==> src/rtl/spi_flash_ctrl_pkg.sv <==
// Shared definitions for the SPI flash command sequencer: opcodes,
// sequencer states, the idle transmit byte and the status byte layout.
package spi_flash_pkg;

    localparam logic [7:0] OP_READ      = 8'h03;
    localparam logic [7:0] OP_FAST_READ = 8'h0B;
    localparam logic [7:0] OP_RDSR      = 8'h05;
    localparam logic [7:0] OP_WREN      = 8'h06;
    localparam logic [7:0] OP_WRDI      = 8'h04;
    localparam logic [7:0] OP_RDID      = 8'h9F;

    localparam logic [7:0] TX_IDLE      = 8'hFF;

    typedef enum logic [3:0] {
        IDLE,
        ADDR2,
        ADDR1,
        ADDR0,
        DUMMY,
        FETCH,
        STREAM,
        STATUS,
        ID,
        IGNORE
    } state_t;

    // Status register image: only the write-enable latch is modelled (bit 1).
    function automatic logic [7:0] statusByte(input logic wel);
        return {6'b0, wel, 1'b0};
    endfunction

endpackage

==> src/rtl/spi_flash_ctrl_if.sv <==
// Bus bundle between spi_device / memory read port (host side) and the
// command sequencer (ctrl side).
interface spi_flash_ctrl_if #(
    parameter int ADDR_W = 24
);
    logic              spi_cs;
    logic              spi_rx_strobe;
    logic              spi_rx_cmd;
    logic [7:0]        spi_rx_data;
    logic [7:0]        spi_tx_data;
    logic              spi_tx_ready;
    logic              mem_rd_req;
    logic [ADDR_W-1:0] mem_rd_addr;
    logic              mem_rd_valid;
    logic [7:0]        mem_rd_data;
    logic              cmd_strobe;
    logic [7:0]        last_cmd;
    logic [23:0]       last_addr;

    modport ctrl (
        input  spi_cs, spi_rx_strobe, spi_rx_cmd, spi_rx_data,
               mem_rd_valid, mem_rd_data,
        output spi_tx_data, spi_tx_ready, mem_rd_req, mem_rd_addr,
               cmd_strobe, last_cmd, last_addr
    );

    modport host (
        output spi_cs, spi_rx_strobe, spi_rx_cmd, spi_rx_data,
               mem_rd_valid, mem_rd_data,
        input  spi_tx_data, spi_tx_ready, mem_rd_req, mem_rd_addr,
               cmd_strobe, last_cmd, last_addr
    );
endinterface

==> src/rtl/spi_flash_ctrl_toggle_sync.sv <==
// Multi-flop synchroniser for a toggle-style strobe, followed by an edge
// detector that yields a registered one-cycle pulse per input toggle.
// Toggle-to-pulse latency is SYNC_STAGES+1 clocks.
module toggle_sync #(
    parameter int SYNC_STAGES = 2
) (
    input  logic clk,
    input  logic reset_n,
    input  logic i_toggle,
    output logic o_pulse
);

    logic [SYNC_STAGES-1:0] r_sync;
    logic                   r_dly;
    logic                   r_pulse;

    // Shift the raw toggle through the synchroniser chain and flag any change.
    always_ff @(posedge clk or negedge reset_n) begin
        if (!reset_n) begin
            r_sync  <= '0;
            r_dly   <= 1'b0;
            r_pulse <= 1'b0;
        end else begin
            r_sync  <= {r_sync[SYNC_STAGES-2:0], i_toggle};
            r_dly   <= r_sync[SYNC_STAGES-1];
            r_pulse <= r_sync[SYNC_STAGES-1] ^ r_dly;
        end
    end

    assign o_pulse = r_pulse;

endmodule

==> src/rtl/spi_flash_ctrl.sv <==
// SPI flash command sequencer running on the system clock. Decodes READ,
// RDSR, WREN/WRDI and RDID from spi_device byte strobes and keeps
// spi_tx_data loaded ahead of each byte slot, fetching from the memory port
// with a single-entry prefetch. Optional macro SPI_FAST_READ_EN adds the
// 0B fast-read opcode with one dummy byte.
module spi_flash_ctrl
    import spi_flash_pkg::*;
#(
    parameter int          ADDR_W      = 24,
    parameter logic [23:0] JEDEC_ID    = 24'hEF4018,
    parameter int          SYNC_STAGES = 2
) (
    input  logic           clk,
    input  logic           reset_n,
    spi_flash_ctrl_if.ctrl bus
);

    logic                   w_rxEv;
    logic                   w_cmdEv;
    logic                   w_csHigh;
    logic                   w_memHit;
    logic [23:0]            w_addrNext;
    logic [23:0]            w_addrPlus1;
    logic [23:0]            w_addrPlus2;

    logic [SYNC_STAGES-1:0] r_csSync;
    state_t                 r_state;
    logic [23:0]            r_addr;
    logic                   r_wel;
    logic [1:0]             r_idIdx;
    logic                   r_fast;
    logic [7:0]             r_txData;
    logic                   r_txReady;
    logic                   r_memRdReq;
    logic [ADDR_W-1:0]      r_memRdAddr;
    logic                   r_pending;
    logic                   r_pfValid;
    logic [7:0]             r_pfData;
    logic                   r_waitDirect;
    logic                   r_cmdStrobe;
    logic [7:0]             r_lastCmd;
    logic [23:0]            r_lastAddr;

    toggle_sync #(.SYNC_STAGES(SYNC_STAGES)) u_rxSync (
        .clk      (clk),
        .reset_n  (reset_n),
        .i_toggle (bus.spi_rx_strobe),
        .o_pulse  (w_rxEv)
    );

    toggle_sync #(.SYNC_STAGES(SYNC_STAGES)) u_cmdSync (
        .clk      (clk),
        .reset_n  (reset_n),
        .i_toggle (bus.spi_rx_cmd),
        .o_pulse  (w_cmdEv)
    );

    // Level synchroniser for chip select; resets to deselected.
    always_ff @(posedge clk or negedge reset_n) begin
        if (!reset_n) begin
            r_csSync <= '1;
        end else begin
            r_csSync <= {r_csSync[SYNC_STAGES-2:0], bus.spi_cs};
        end
    end

    assign w_csHigh    = r_csSync[SYNC_STAGES-1];
    assign w_memHit    = r_pending & bus.mem_rd_valid;
    assign w_addrNext  = {r_addr[15:0], bus.spi_rx_data};
    assign w_addrPlus1 = r_addr + 24'd1;
    assign w_addrPlus2 = r_addr + 24'd2;

    // Command sequencer: cs abort first, then opcode capture, then per-state byte handling.
    always_ff @(posedge clk or negedge reset_n) begin
        if (!reset_n) begin
            r_state      <= IDLE;
            r_addr       <= '0;
            r_wel        <= 1'b0;
            r_idIdx      <= '0;
            r_fast       <= 1'b0;
            r_txData     <= TX_IDLE;
            r_txReady    <= 1'b0;
            r_memRdReq   <= 1'b0;
            r_memRdAddr  <= '0;
            r_pending    <= 1'b0;
            r_pfValid    <= 1'b0;
            r_pfData     <= '0;
            r_waitDirect <= 1'b0;
            r_cmdStrobe  <= 1'b0;
            r_lastCmd    <= '0;
            r_lastAddr   <= '0;
        end else begin
            r_memRdReq  <= 1'b0;
            r_cmdStrobe <= 1'b0;
            if (w_csHigh) begin
                r_state      <= IDLE;
                r_txData     <= TX_IDLE;
                r_txReady    <= 1'b0;
                r_pending    <= 1'b0;
                r_pfValid    <= 1'b0;
                r_waitDirect <= 1'b0;
            end else if (w_rxEv && w_cmdEv) begin
                r_lastCmd    <= bus.spi_rx_data;
                r_cmdStrobe  <= 1'b1;
                r_txReady    <= 1'b0;
                r_pending    <= 1'b0;
                r_pfValid    <= 1'b0;
                r_waitDirect <= 1'b0;
                r_fast       <= 1'b0;
                case (bus.spi_rx_data)
                    OP_READ: begin
                        r_state <= ADDR2;
                    end
`ifdef SPI_FAST_READ_EN
                    OP_FAST_READ: begin
                        r_state <= ADDR2;
                        r_fast  <= 1'b1;
                    end
`endif
                    OP_RDSR: begin
                        r_state  <= STATUS;
                        r_txData <= statusByte(r_wel);
                    end
                    OP_WREN: begin
                        r_wel    <= 1'b1;
                        r_state  <= IGNORE;
                        r_txData <= TX_IDLE;
                    end
                    OP_WRDI: begin
                        r_wel    <= 1'b0;
                        r_state  <= IGNORE;
                        r_txData <= TX_IDLE;
                    end
                    OP_RDID: begin
                        r_state  <= ID;
                        r_txData <= JEDEC_ID[23:16];
                        r_idIdx  <= 2'd1;
                    end
                    default: begin
                        r_state  <= IGNORE;
                        r_txData <= TX_IDLE;
                    end
                endcase
            end else begin
                case (r_state)
                    ADDR2: begin
                        if (w_rxEv) begin
                            r_addr  <= w_addrNext;
                            r_state <= ADDR1;
                        end
                    end
                    ADDR1: begin
                        if (w_rxEv) begin
                            r_addr  <= w_addrNext;
                            r_state <= ADDR0;
                        end
                    end
                    ADDR0: begin
                        if (w_rxEv) begin
                            r_addr      <= w_addrNext;
                            r_lastAddr  <= w_addrNext;
                            r_memRdReq  <= 1'b1;
                            r_memRdAddr <= w_addrNext[ADDR_W-1:0];
                            r_pending   <= 1'b1;
                            r_state     <= r_fast ? DUMMY : FETCH;
                        end
                    end
                    DUMMY: begin
                        if (w_memHit) begin
                            r_pfData  <= bus.mem_rd_data;
                            r_pfValid <= 1'b1;
                            r_pending <= 1'b0;
                        end
                        if (w_rxEv) begin
                            r_state <= FETCH;
                        end
                    end
                    FETCH: begin
                        if (r_pfValid || w_memHit) begin
                            r_txData    <= r_pfValid ? r_pfData : bus.mem_rd_data;
                            r_txReady   <= 1'b1;
                            r_pfValid   <= 1'b0;
                            r_memRdReq  <= 1'b1;
                            r_memRdAddr <= w_addrPlus1[ADDR_W-1:0];
                            r_pending   <= 1'b1;
                            r_state     <= STREAM;
                        end
                    end
                    STREAM: begin
                        if (w_rxEv) begin
                            r_addr <= w_addrPlus1;
                            if (r_pfValid || w_memHit) begin
                                r_txData    <= r_pfValid ? r_pfData : bus.mem_rd_data;
                                r_txReady   <= 1'b1;
                                r_pfValid   <= 1'b0;
                                r_memRdReq  <= 1'b1;
                                r_memRdAddr <= w_addrPlus2[ADDR_W-1:0];
                                r_pending   <= 1'b1;
                            end else begin
                                r_txReady    <= 1'b0;
                                r_waitDirect <= 1'b1;
                            end
                        end else if (w_memHit) begin
                            if (r_waitDirect) begin
                                r_txData     <= bus.mem_rd_data;
                                r_txReady    <= 1'b1;
                                r_waitDirect <= 1'b0;
                                r_memRdReq   <= 1'b1;
                                r_memRdAddr  <= w_addrPlus1[ADDR_W-1:0];
                            end else begin
                                r_pfData  <= bus.mem_rd_data;
                                r_pfValid <= 1'b1;
                                r_pending <= 1'b0;
                            end
                        end
                    end
                    STATUS: begin
                        if (w_rxEv) begin
                            r_txData <= statusByte(r_wel);
                        end
                    end
                    ID: begin
                        if (w_rxEv) begin
                            case (r_idIdx)
                                2'd1: begin
                                    r_txData <= JEDEC_ID[15:8];
                                    r_idIdx  <= 2'd2;
                                end
                                2'd2: begin
                                    r_txData <= JEDEC_ID[7:0];
                                    r_idIdx  <= 2'd3;
                                end
                                default: begin
                                    r_txData <= 8'h00;
                                    r_idIdx  <= 2'd3;
                                end
                            endcase
                        end
                    end
                    IGNORE: begin
                        r_txData <= TX_IDLE;
                    end
                    default: begin
                        r_state <= IDLE;
                    end
                endcase
            end
        end
    end

    assign bus.spi_tx_data  = r_txData;
    assign bus.spi_tx_ready = r_txReady;
    assign bus.mem_rd_req   = r_memRdReq;
    assign bus.mem_rd_addr  = r_memRdAddr;
    assign bus.cmd_strobe   = r_cmdStrobe;
    assign bus.last_cmd     = r_lastCmd;
    assign bus.last_addr    = r_lastAddr;

endmodule

==> src/flat_wrapper.sv <==
// flat-port wrapper written by rule: the top's interface ports become plain ports
module spi_flash_ctrl_flat import spi_flash_pkg::*;
#(
    parameter int          ADDR_W      = 24,
    parameter logic [23:0] JEDEC_ID    = 24'hEF4018,
    parameter int          SYNC_STAGES = 2
)
  (clk, reset_n, bus_spi_cs, bus_spi_rx_strobe, bus_spi_rx_cmd, bus_spi_rx_data, bus_mem_rd_valid, bus_mem_rd_data, bus_spi_tx_data, bus_spi_tx_ready, bus_mem_rd_req, bus_mem_rd_addr, bus_cmd_strobe, bus_last_cmd, bus_last_addr);
  spi_flash_ctrl_if #(.ADDR_W(ADDR_W)) bus_i ();
  input  logic clk;
  input  logic reset_n;
  input wire logic [$bits(bus_i.spi_cs)-1:0] bus_spi_cs;
  input wire logic [$bits(bus_i.spi_rx_strobe)-1:0] bus_spi_rx_strobe;
  input wire logic [$bits(bus_i.spi_rx_cmd)-1:0] bus_spi_rx_cmd;
  input wire logic [$bits(bus_i.spi_rx_data)-1:0] bus_spi_rx_data;
  input wire logic [$bits(bus_i.mem_rd_valid)-1:0] bus_mem_rd_valid;
  input wire logic [$bits(bus_i.mem_rd_data)-1:0] bus_mem_rd_data;
  output wire logic [$bits(bus_i.spi_tx_data)-1:0] bus_spi_tx_data;
  output wire logic [$bits(bus_i.spi_tx_ready)-1:0] bus_spi_tx_ready;
  output wire logic [$bits(bus_i.mem_rd_req)-1:0] bus_mem_rd_req;
  output wire logic [$bits(bus_i.mem_rd_addr)-1:0] bus_mem_rd_addr;
  output wire logic [$bits(bus_i.cmd_strobe)-1:0] bus_cmd_strobe;
  output wire logic [$bits(bus_i.last_cmd)-1:0] bus_last_cmd;
  output wire logic [$bits(bus_i.last_addr)-1:0] bus_last_addr;
  assign bus_i.spi_cs = bus_spi_cs;
  assign bus_i.spi_rx_strobe = bus_spi_rx_strobe;
  assign bus_i.spi_rx_cmd = bus_spi_rx_cmd;
  assign bus_i.spi_rx_data = bus_spi_rx_data;
  assign bus_i.mem_rd_valid = bus_mem_rd_valid;
  assign bus_i.mem_rd_data = bus_mem_rd_data;
  assign bus_spi_tx_data = bus_i.spi_tx_data;
  assign bus_spi_tx_ready = bus_i.spi_tx_ready;
  assign bus_mem_rd_req = bus_i.mem_rd_req;
  assign bus_mem_rd_addr = bus_i.mem_rd_addr;
  assign bus_cmd_strobe = bus_i.cmd_strobe;
  assign bus_last_cmd = bus_i.last_cmd;
  assign bus_last_addr = bus_i.last_addr;
  spi_flash_ctrl #(.ADDR_W(ADDR_W), .JEDEC_ID(JEDEC_ID), .SYNC_STAGES(SYNC_STAGES)) u_core (.clk(clk), .reset_n(reset_n), .bus(bus_i));
endmodule
==> config.mk <==
export PLATFORM = sky130hd
export DESIGN_NAME = spi_flash_ctrl_flat
export DESIGN_NICKNAME = d
export VERILOG_FILES = /design/src/rtl/spi_flash_ctrl_pkg.sv /design/src/rtl/spi_flash_ctrl_if.sv /design/src/rtl/spi_flash_ctrl_toggle_sync.sv /design/src/rtl/spi_flash_ctrl.sv /design/src/flat_wrapper.sv
export SDC_FILE = /design/constraint.sdc
export NUM_CORES = 1
export LEC_CHECK = 0
export ABC_AREA = 1
export BUFFER_PORTS_ARGS = -buffer_cell sky130_fd_sc_hd__clkbuf_2
export CORE_ASPECT_RATIO = 1.5
export CORE_MARGIN = 3
export CORE_UTILIZATION = 35
export CTS_CLUSTER_SIZE = 30
export DETAILED_ROUTE_END_ITERATION = 8
export GPL_ROUTABILITY_DRIVEN = 0
export HOLD_SLACK_MARGIN = 0.06
export SYNTH_ARGS = -nofsm -noshare
export SYNTH_HDL_FRONTEND = slang
export SYNTH_SLANG_ARGS = --single-unit
==> constraint.sdc <==
create_clock -name clk -period 2.02 [get_ports clk]
set_input_delay 0.303 -clock clk [delete_from_list [all_inputs] [get_ports clk]]
set_output_delay 0.303 -clock clk [all_outputs]
set_load 0.02 [all_outputs]
==> qor.csv, run 1 <==
stage;metric;value;unit
sta;RSZ-0062 raised after global routing;no;
floorplanning;Initial Utilization;36.1;%
clock_tree;H-Tree Depth;4;
setup_path;worst setup path startpoint;u_core.r_state[1];
drt;Final ANT Viol Nets;0;
drt;Vias/cell;5.05;
logic_synthesis;post-synth cell types;43;
setup_path;crit-path cells;inv_1 > nand2_1 > nor2_4 > nor2_2 > inv_2 > buf_4 > nor2_1 > o21ai_1 > nand2_1;
placement;IO buf count;88;
grt;global-route wire length before repair;37100;µm
pwr;PD cells;1310;nW/µm²
logic_synthesis;number of enable flip-flop cells after synthesis;0;
sta;Tmin final;1900;ps
drt;Remaining DRCs;0;
logic_synthesis;yosys warns;0;
setup_path;Crit path largest cell delay;470;ps
pwr;Switch Pwr;0.00470;W
logic_synthesis;Yosys top cell area share;39.0;%
logic_synthesis;top_reg_cell synth;dfrtp_1;
floorplanning;Core Area;19400;µm²
setup_path;startpoint types;register;
grt;grt ovf;0;
sta;slack of the critical path;121;ps
setup_path;most frequent CP cell;nand2_1;
pwr;Pint;0.00663;W
cells_and_area;layout cells sized above 1;21.4;%
hold_path;worst hold path class;primary input to register;
logic_synthesis;post-synthesis async set-or-reset flop share;100;%
floorplanning;Rows;62;
pwr;Sw Ratio;41.5;%
setup_path;crit path capture;u_core.bus.mem_rd_addr[2];
sta;Final Hold Fails;0;
pwr;power share of the sequential group;35.6;%
drt;WL/cell;17.1;µm
drt;Pre-antenna DRT Iters;7;
drt;number of DRC markers in iteration 0;568;
placement;Setup WS pre-CTS;-59.3;ps
setup_path;worst r2r src;u_core.r_state[1];
sta;Final setup viols;0;
clock_tree;Clock Root Buffer;clkbuf_16;
cells_and_area;fin area;8640;µm²
logic_synthesis;area leader, netlist;dfrtp_1;
setup_path;WP data required;2310;ps
placement;dpl cell area;7980;µm²
cells_and_area;Nets;1119;
job;reported max-cap violation count;0;
placement;dpl hpwl;17400;µm
pwr;Max VDD drop;0.665;mV
sta;final worst-path cycle share;94.0;%
clock_tree;CTS buffer count;17;
floorplanning;Die Ht;179;µm
run_status;status;finished, final reports clean;
setup_path;CP Max Fanout;8;
sta;max-slew violations;0;
drt;Vias;6880;
floorplanning;Ports;89;
cells_and_area;area delta synth->final;23.4;%
sta;Fin Hold WS;147;ps
logic_synthesis;sequential share of the synthesized area;42.7;%
logic_synthesis;synthesized instance count;968;
logic_synthesis;Synth area leaders;dfrtp_1, nand2_1, o21ai_0, nor2_1, nand3_1;
sta;actual slew at the worst max-slew pin;560;ps
pwr;clock network power share;26.8;%
setup_path;flop2flop setup slack;120;ps
pwr;Logic pwr share;37.7;%
setup_path;Setup crit end kind;register;
sta;highest achievable clock rate;0.527;GHz
pwr;Pleak;4.26;nW
setup_path;Worst Reg2Reg Path Length in Cells;9;
drt;Post-Route WL;23300;µm
floorplanning;die width;121;µm
logic_synthesis;syn_area_per_cell;7.23;µm²
sta;setup TNS;0;ps
grt;vias in the first global route;6850;
clock_tree;CTS Buffer Depth;2;
floorplanning;Die ar.;21800;µm²
setup_path;CP Class;register to register;
grt;pin count of the biggest net entering global routing;49;
clock_tree;TritonCTS sink count;119;
setup_path;crit path DAT;2180;ps
setup_path;FF-to-FF End;u_core.bus.mem_rd_addr[2];
grt;initial antenna violation count;0;
logic_synthesis;Syn Nets;993;
sta;Worst Clk Skew;11.1;ps
clock_tree;CTS tree;yes;
logic_synthesis;synthesized area;7000;µm²
clock_tree;later-pin clock latency in the skew report;410;ps
clock_tree;Clock Pin Slew Worst Setup and Hold Paths;60;ps
grt;GRT Total Usage;22.0;%
setup_path;Crit-path slowest cell;dfrtp_1;
cells_and_area;antenna diode count;0;
sta;worst rel slew slack;62.7;%
logic_synthesis;Yosys reg bits;119;
[final cells by class]
cell class	count	area, µm²
Clock buffer	21	470
Clock inverter	10	120
Fill cell	2012	10800
Inverter	97	374
Multi-Input combinational cell	719	3450
Sequential cell	119	2990
Tap cell	256	320
Timing Repair Buffer	140	906
[worst max-delay path: cells and delay by family, from the launching register on]
| kind | cells | cell delay, ps |
|---|---|---|
| simple gates | 5 | 630 |
| flops | 1 | 470 |
| buf+inv | 3 | 400 |
| compound gates | 1 | 280 |
[flip-flops by register name, summed over array words and instances, names as in the netlist]
register                  count
u_core.r_idIdx                2
u_core.u_cmdSync.r_dly        1
u_core.r_pfData               8
u_core.r_wel                  1
u_core.bus.spi_tx_data        8
u_core.bus.cmd_strobe         1
u_core.bus.mem_rd_req         1
u_core.u_cmdSync.o_pulse      1
u_core.r_addr                24
u_core.r_waitDirect           1
u_core.u_rxSync.r_dly         1
u_core.r_csSync               2
u_core.r_pending              1
u_core.u_cmdSync.r_sync       2
u_core.r_pfValid              1
u_core.u_rxSync.o_pulse       1
u_core.bus.last_cmd           8
u_core.u_rxSync.r_sync        2
u_core.bus.last_addr         24
u_core.bus.mem_rd_addr       24
u_core.bus.spi_tx_ready       1
u_core.r_state                4
[timing repair]
| action | CTS | global route |
|---|---|---|
| buffers inserted | 0 | 0 |
| hold endpoints to repair | 37 | 0 |
| gates resized for setup | 2 | 8 |
| hold buffers | 4 | 0 |
| gates cloned | 0 | 0 |
| setup endpoints to repair | 4 | 8 |
[cell usage in the layout (no fill, tap or decap), types with 3 or more instances in the layout]
| master | count |
|---|---|
| nand4_1 | 5 |
| nor3_1 | 7 |
| or2_2 | 8 |
| dfstp_2 | 10 |
| o21ai_2 | 5 |
| clkbuf_8 | 3 |
| a21oi_1 | 48 |
| dlygate4sd3_1 | 4 |
| clkbuf_16 | 17 |
| o21ai_0 | 99 |
| a31oi_1 | 3 |
| clkbuf_2 | 87 |
| buf_4 | 44 |
| nand2_2 | 6 |
| o21ai_1 | 15 |
| o21a_1 | 3 |
| xor2_1 | 10 |
| o22ai_1 | 17 |
| nor2_4 | 7 |
| nor2_1 | 112 |
| clkinvlp_4 | 5 |
| buf_12 | 5 |
| nand2_4 | 3 |
| nand3_1 | 76 |
| inv_2 | 9 |
| nand2_1 | 267 |
| nor2_2 | 9 |
| inv_1 | 85 |
| dfrtp_1 | 107 |
[how the worst min path moves through the flow]
| stage | start | endpoint | slack, ps | cells past startpoint |
|---|---|---|---|---|
| 4_1_cts | bus_mem_rd_data[0] | u_core.r_pfData[0] | 130 | 3 |
| 5_1_grt | bus_mem_rd_data[5] | u_core.r_pfData[5] | 160 | 3 |
| 2_1_floorplan | reset_n | u_core.bus.cmd_strobe | 7 | 0 |
| 6_report | bus_mem_rd_data[2] | u_core.r_pfData[2] | 150 | 3 |
| 3_3_place_gp | reset_n | u_core.u_rxSync.r_dly | 330 | 1 |
| 3_5_place_dp | reset_n | u_core.u_rxSync.r_sync[1] | 330 | 1 |
[cells in the mapped netlist, types with 6 or more instances]
library cell,n
o21ai_0,100
clkbuf_1,7
dfrtp_1,109
a21oi_1,48
nand2_2,6
inv_2,9
nor2_4,7
or2_2,8
xor2_1,10
o21ai_1,14
nor2_1,117
nor3_1,7
dfstp_2,10
nand3_1,76
nand2_1,267
buf_4,7
buf_2,12
inv_1,85
o22ai_1,17
[through the flow]
step | instances | total power, W | util (%)
3_5_place_dp | 1327 | 0.00824 | 41.1
2_1_floorplan | 968 | 0.00653 | -
4_1_cts | 1362 | 0.0113 | 44.4
3_3_place_gp | 1327 | 0.00822 | 41.1
5_1_grt | 1362 | 0.0120 | 44.5
6_report | 1362 | 0.0113 | 44.5
[power by group through the flow]
| stage | Combinational [W] | Clock, W | Sequential, W |
|---|---|---|---|
| after floorplan | 0.00220 | 0 | 0.00433 |
| after global placement | 0.00418 | 0 | 0.00403 |
| after detailed placement | 0.00421 | 0 | 0.00402 |
| after CTS | 0.00424 | 0.00309 | 0.00400 |
| after global routing | 0.00473 | 0.00320 | 0.00411 |
| final | 0.00427 | 0.00303 | 0.00403 |
[per-layer routing]
layer  track usage [%]  wire (µm)  vias up
met1              24.4       8870     3188
met3              3.47        986       72
li1                  -          -     3382
met5                 0          0        -
met4              12.4       1400        0
met2              39.6      12000      238
[cell families after synthesis]
family | after synthesis | share of synthesized area [%]
DFF | 119 | 42.7
buffers and inverters | 130 | 8.26
AOI/OAI and AO/OA | 196 | 15.0
xor gates and xnor gates | 12 | 1.50
and+or+nand+nor | 508 | 32.0
adders and majority gates | 3 | 0.536
(Power assumes the default switching activity.)
==> inputs of run 2 (changes only) <==
SYNTH_HIERARCHICAL = 1   (was default)
==> qor.csv, run 2 <==
stage;metric;value;unit
run_status;status;finished, final reports clean;
grt;pin count of the biggest net entering global routing;49;
sta;highest achievable clock rate;0.515;GHz
logic_synthesis;simple-gate share of the synthesized area;30.3;%
pwr;Max VDD drop;0.477;mV
job;reported max-cap violation count;0;
cells_and_area;flip-flop and latch area;2990;µm²
cells_and_area;Nets;1115;
sta;RSZ-0062 raised after global routing;yes;
drt;Remaining DRCs;0;
setup_path;Setup crit end kind;register;
clock_tree;Clock Pin Slew Worst Setup and Hold Paths;60;ps
floorplanning;Initial Utilization;36.0;%
setup_path;Worst Path Buf+Inv;4;
sta;final worst-path cycle share;96.2;%
logic_synthesis;multiplexer area fraction after synthesis;0.148;%
cells_and_area;most frequent cells in the layout;nand2_1, nor2_1, dfrtp_1, inv_1, o21ai_0;
clock_tree;CTS tree;yes;
floorplanning;Rows;61;
clock_tree;later-pin clock latency in the skew report;420;ps
floorplanning;die width;119;µm
logic_synthesis;post-synthesis compound-gate area fraction;16.2;%
clock_tree;CTS Buffer Depth;2;
pwr;Logic pwr share;36.3;%
logic_synthesis;Yosys top cell area share;40.4;%
logic_synthesis;Post-synth top cells;nand2_1, nor2_1, dfrtp_1;
pwr;power share of the sequential group;35.9;%
setup_path;most frequent CP cell;inv_1;
sta;max-slew violations;0;
grt;grt ovf;0;
setup_path;Crit path largest cell delay;470;ps
grt;global-route wire length before repair;36600;µm
pwr;Pleak;4.03;nW
sta;Tmin final;1940;ps
logic_synthesis;post-synth cell types;32;
placement;IO buf count;88;
logic_synthesis;main combinational cell family by area after synthesis;simple AND/OR/NAND/NOR gates;
drt;Vias/cell;5.17;
cells_and_area;multi-input gate area in the final layout;3290;µm²
setup_path;crit path DAT;2230;ps
floorplanning;Core Area;18800;µm²
cells_and_area;antenna diode count;0;
setup_path;CP Class;register to register;
setup_path;crit-path cells;inv_1 > nand2_1 > nor2_2 > buf_4 > inv_1 > nand2_2 > inv_1 > nor2_1 > o21ai_0 > o21ai_0;
sta;actual slew at the worst max-slew pin;491;ps
sta;worst rel slew slack;67.2;%
placement;Placed Cells;1318;
drt;WL/cell;17.1;µm
drt;Final ANT Viol Nets;0;
cells_and_area;most common cell after layout, fill and taps aside;nand2_1;
clock_tree;Clock Root Buffer;clkbuf_16;
clock_tree;H-Tree Depth;4;
clock_tree;CTS buffer count;17;
clock_tree;TritonCTS sink count;119;
pwr;PD cells;1280;nW/µm²
cells_and_area;layout cells sized above 1;19.0;%
setup_path;CP top delay family;buffers and inverters;
placement;Setup WS pre-CTS;-33.9;ps
drt;number of DRC markers in iteration 0;528;
grt;GRT Total Usage;22.5;%
logic_synthesis;synthesized area;6760;µm²
drt;Pre-antenna DRT Iters;7;
logic_synthesis;syn_area_per_cell;7.02;µm²
logic_synthesis;sequential share of the synthesized area;44.3;%
pwr;Pint;0.00639;W
setup_path;WP data required;2310;ps
floorplanning;Die Ht;176;µm
placement;dpl hpwl;17500;µm
logic_synthesis;top_reg_cell synth;dfrtp_1;
grt;initial antenna violation count;0;
sta;Final Hold Fails;0;
logic_synthesis;XOR/XNOR share of the synthesized area;0.907;%
logic_synthesis;area leader, netlist;dfrtp_1;
setup_path;startpoint types;register;
floorplanning;Ports;89;
drt;Vias;7011;
sta;Final setup viols;0;
grt;vias in the first global route;6896;
logic_synthesis;number of enable flip-flop cells after synthesis;0;
logic_synthesis;top-count cell post-synth;nand2_1;
drt;Post-Route WL;23200;µm
floorplanning;Die ar.;21000;µm²
logic_synthesis;synthesized instance count;963;
cells_and_area;Finished Layout Cells;1356;
cells_and_area;Filler Cell Count;1990;
sta;Fin Hold WS;136;ps
sta;setup TNS;0;ps
hold_path;worst hold path class;primary input to register;
logic_synthesis;Yosys reg bits;119;
sta;slack of the critical path;76.9;ps
setup_path;CP Max Fanout;8;
cells_and_area;area delta synth->final;25.4;%
pwr;clock network power share;27.8;%
pwr;Switch Pwr;0.00446;W
logic_synthesis;post-synthesis async set-or-reset flop share;100;%
pwr;Sw Ratio;41.1;%
logic_synthesis;Syn Nets;987;
logic_synthesis;Adder-Cell Fraction of Synth Area;0.370;%
setup_path;Crit-path slowest cell;dfrtp_1;
logic_synthesis;yosys warns;6;
sta;Worst Clk Skew;7.46;ps
logic_synthesis;Synth area leaders;dfrtp_1, nand2_1, nor2_1, o21ai_0, nand3_1;
run 2: cell types whose count changed after synthesis, sizes merged, moves of 4 or more:
cell,delta
buf,-5
nand2,-8
nor3,-4
o211ai,+8
o21ai,+4
run 2: final timing paths:
| check | from | end | slack [ps] | cells past startpoint |
|---|---|---|---|---|
| hold / removal | bus_mem_rd_data[3] | u_core/r_pfData[3] | 140 | 3 |
| setup / recovery | u_core/r_state[1] | u_core/bus.mem_rd_addr[2] | 80 | 10 |
| min in group asynchronous | reset_n | u_core/u_rxSync/r_dly | 390 | 2 |
| hold reg to reg | u_core/u_cmdSync/r_sync[0] | u_core/u_cmdSync/r_sync[1] | 350 | 0 |
| setup reg to reg | u_core/r_state[1] | u_core/bus.mem_rd_addr[2] | 80 | 10 |
| max in group asynchronous | reset_n | u_core/bus.mem_rd_addr[8] | 1000 | 3 |
run 2: power groups by stage:
stage	combinational, W	clock [W]	sequential, W
after detailed placement	0.00387	0	0.00392
final	0.00394	0.00301	0.00390
after global routing	0.00434	0.00317	0.00399
after CTS	0.00390	0.00308	0.00388
after global placement	0.00387	0	0.00391
after floorplan	0.00195	0	0.00419
run 2: per-layer routing:
metal / vias to the layer above / routed length [µm] / track usage [%]
li1: 3396 / - / -
met1: 3290 / 8540 / 23.9
met2: 250 / 12400 / 40.9
met3: 75 / 934 / 4.13
met4: 0 / 1270 / 14.0
met5: - / 0 / 0
run 2: logic make-up (layout without fill, tap and decap cells):
family / count (synthesis) / after routing
adder cells (fa/ha/maj): 2 / 2
buffers and inverters: 131 / 272
flip-flops: 119 / 119
AND/OR/NAND/NOR: 498 / 498
multiplexers: 1 / 1
XOR/XNOR: 7 / 7
AO/OA/AOI/OAI: 205 / 205
run 2: worst register-to-register path: cells and delay by family, from the launching register on:
family | cells | cell delay, ps
DFF | 1 | 470
buffers and inverters | 4 | 580
and+or+nand+nor | 4 | 340
AOI/OAI and AO/OA | 2 | 420
run 2: area by class of cell:
cell class                 instances  share of cell area, %
clock inverter                     7                   1.09
tap                              252                   3.72
clock buffer                      25                   5.85
multi-input combinational        713                   38.8
sequential                       119                   35.3
timing repair buffer             140                   10.7
inverter                         100                   4.49
run 2: through the flow:
step	area, µm²	total power [W]	util [%]
6_report	8470	0.0108	45.1
3_5_place_dp	7780	0.00779	41.4
5_1_grt	8470	0.0115	45.1
3_3_place_gp	7780	0.00778	41.4
2_1_floorplan	6760	0.00614	-
4_1_cts	8410	0.0109	44.8
run 2: what timing repair did:
| action | CTS | global route |
|---|---|---|
| endpoints found under the setup margin | 3 | 36 |
| endpoints found under the hold margin | 25 | 0 |
| setup buffers | 0 | 2 |
| gates resized for setup | 1 | 12 |
| pin swaps | 0 | 2 |
| hold buffers | 4 | 0 |
==> inputs of run 3 (changes only) <==
clock period = 1.92 ns   (was 2.02 ns; I/O delays follow)
==> qor.csv, run 3 (synthesis results as in run 2) <==
stage;metric;value;unit
sta;Worst Clk Skew;7.27;ps
setup_path;Crit-path slowest cell;dfrtp_1;
cells_and_area;most frequent cells in the layout;nand2_1, nor2_1, dfrtp_1, inv_1;
sta;highest achievable clock rate;0.548;GHz
cells_and_area;area delta synth->final;27.6;%
grt;GRT Total Usage;23.3;%
cells_and_area;Nets;1121;
floorplanning;Die ar.;21000;µm²
setup_path;worst r2r src;u_core/r_state[3];
sta;Tmin final;1820;ps
sta;Fin Hold WS;121;ps
drt;Vias/cell;5.19;
hold_path;worst hold path class;primary input to register;
placement;Placed Cells;1325;
sta;actual slew at the worst max-slew pin;505;ps
setup_path;Crit path largest cell delay;410;ps
grt;initial antenna violation count;0;
sta;slack of the critical path;95.5;ps
drt;Final ANT Viol Nets;0;
drt;Post-Route WL;24200;µm
pwr;Pleak;4.10;nW
grt;global-route wire length before repair;37900;µm
setup_path;CP Class;register to register;
sta;final worst-path cycle share;95.0;%
clock_tree;Clock Root Buffer;clkbuf_16;
grt;pin count of the biggest net entering global routing;49;
cells_and_area;Filler Cell Count;2006;
floorplanning;Rows;61;
setup_path;worst setup path startpoint;u_core/r_state[3];
pwr;PD cells;1380;nW/µm²
clock_tree;CTS tree;yes;
floorplanning;die width;119;µm
setup_path;CP top delay family;simple AND/OR/NAND/NOR gates;
setup_path;crit-path cells;inv_1 > nand2_2 > nor2_4 > nand2_2 > inv_2 > buf_12 > nand2_1 > nand2_1 > o21ai_0 > o21ai_0;
floorplanning;Initial Utilization;36.0;%
cells_and_area;Finished Layout Cells;1362;
setup_path;WP data required;2260;ps
drt;Vias;7073;
floorplanning;Die Ht;176;µm
floorplanning;Core Area;18800;µm²
floorplanning;Ports;89;
sta;Final Hold Fails;0;
setup_path;Worst Path Buf+Inv;3;
sta;Final setup viols;0;
sta;max-slew violations;0;
clock_tree;Clock Pin Slew Worst Setup and Hold Paths;60;ps
sta;worst rel slew slack;66.3;%
grt;vias in the first global route;7045;
clock_tree;later-pin clock latency in the skew report;420;ps
cells_and_area;antenna diode count;0;
placement;dpl hpwl;18100;µm
pwr;Max VDD drop;0.612;mV
run_status;status;finished, final reports clean;
hold_path;HP Start;bus_mem_rd_data[4];
placement;IO buf count;88;
job;reported max-cap violation count;0;
setup_path;crit path DAT;2160;ps
drt;Pre-antenna DRT Iters;5;
drt;number of DRC markers in iteration 0;573;
drt;Remaining DRCs;0;
placement;Setup WS pre-CTS;1.52;ps
clock_tree;H-Tree Depth;4;
setup_path;CP Max Fanout;9;
clock_tree;TritonCTS sink count;119;
cells_and_area;most common cell after layout, fill and taps aside;nand2_1;
clock_tree;CTS Buffer Depth;2;
setup_path;Setup crit end kind;register;
drt;WL/cell;17.8;µm
cells_and_area;Layout Utilization;45.9;%
setup_path;startpoint types;register;
clock_tree;CTS buffer count;17;
grt;grt ovf;0;
cells_and_area;layout cells sized above 1;21.1;%
==> run 3: routing by layer <==
metal / global-route usage (%) / wire length, µm / part of all wire, % / up-vias
met3: 4.17 / 1150 / 4.7 / 85
met1: 24.0 / 8550 / 35 / 3314
met4: 14.4 / 1440 / 5.9 / 0
met5: 0 / 0 / 0 / -
met2: 43.1 / 13000 / 54 / 260
li1: - / - / - / 3414
==> run 3: layout make-up <==
cell class / count / area [µm²] / share of cell area, %
multi-input combinational: 713 / 3330 / 38.6
sequential: 119 / 3000 / 34.7
timing repair buffer: 146 / 967 / 11.2
clock buffer: 17 / 425 / 4.93
inverter: 100 / 375 / 4.35
tap: 252 / 315 / 3.66
clock inverter: 15 / 216 / 2.51
==> run 3: worst paths after layout <==
kind / end / slack [ps] / cells past startpoint
hold reg to reg: u_core/u_cmdSync/r_sync[1] / 350 / 0
setup reg to reg: u_core/bus.mem_rd_addr[2] / 100 / 10
hold / removal: u_core/r_pfData[4] / 120 / 3
setup / recovery: u_core/bus.mem_rd_addr[2] / 100 / 10
min in group asynchronous: u_core/u_rxSync/r_sync[1] / 370 / 2
max in group asynchronous: u_core/bus.last_addr[12] / 860 / 3
==> run 3: per-stage QoR <==
step | power (W) | setup TNS [ps] | area [µm²]
6_report | 0.0119 | 0 | 8620
5_1_grt | 0.0127 | -71.5 | 8620
4_1_cts | 0.0119 | 0 | 8530
3_5_place_dp | 0.00831 | 0 | 7840
3_3_place_gp | 0.00830 | -8.74 | 7840
2_1_floorplan | 0.00646 | 0 | 6760
==> run 3: what timing repair did <==
item	in CTS	in global routing
setup endpoints to repair	3	50
resized for setup	3	30
buffers inserted	0	1
pin swaps	0	1
endpoints found under the hold margin	26	0
hold buffers	4	0
==> run 3: report_power, final <==
group / internal (W) / switching [W]
clock network: 0.00221 / 0.00129
registers: 0.00333 / 0.000757
logic: 0.00143 / 0.00290
==> run 3: worst min-delay path, stage by stage <==
cell,delay (ps)
clkbuf_2,90
inv_1,60
o21ai_1,60
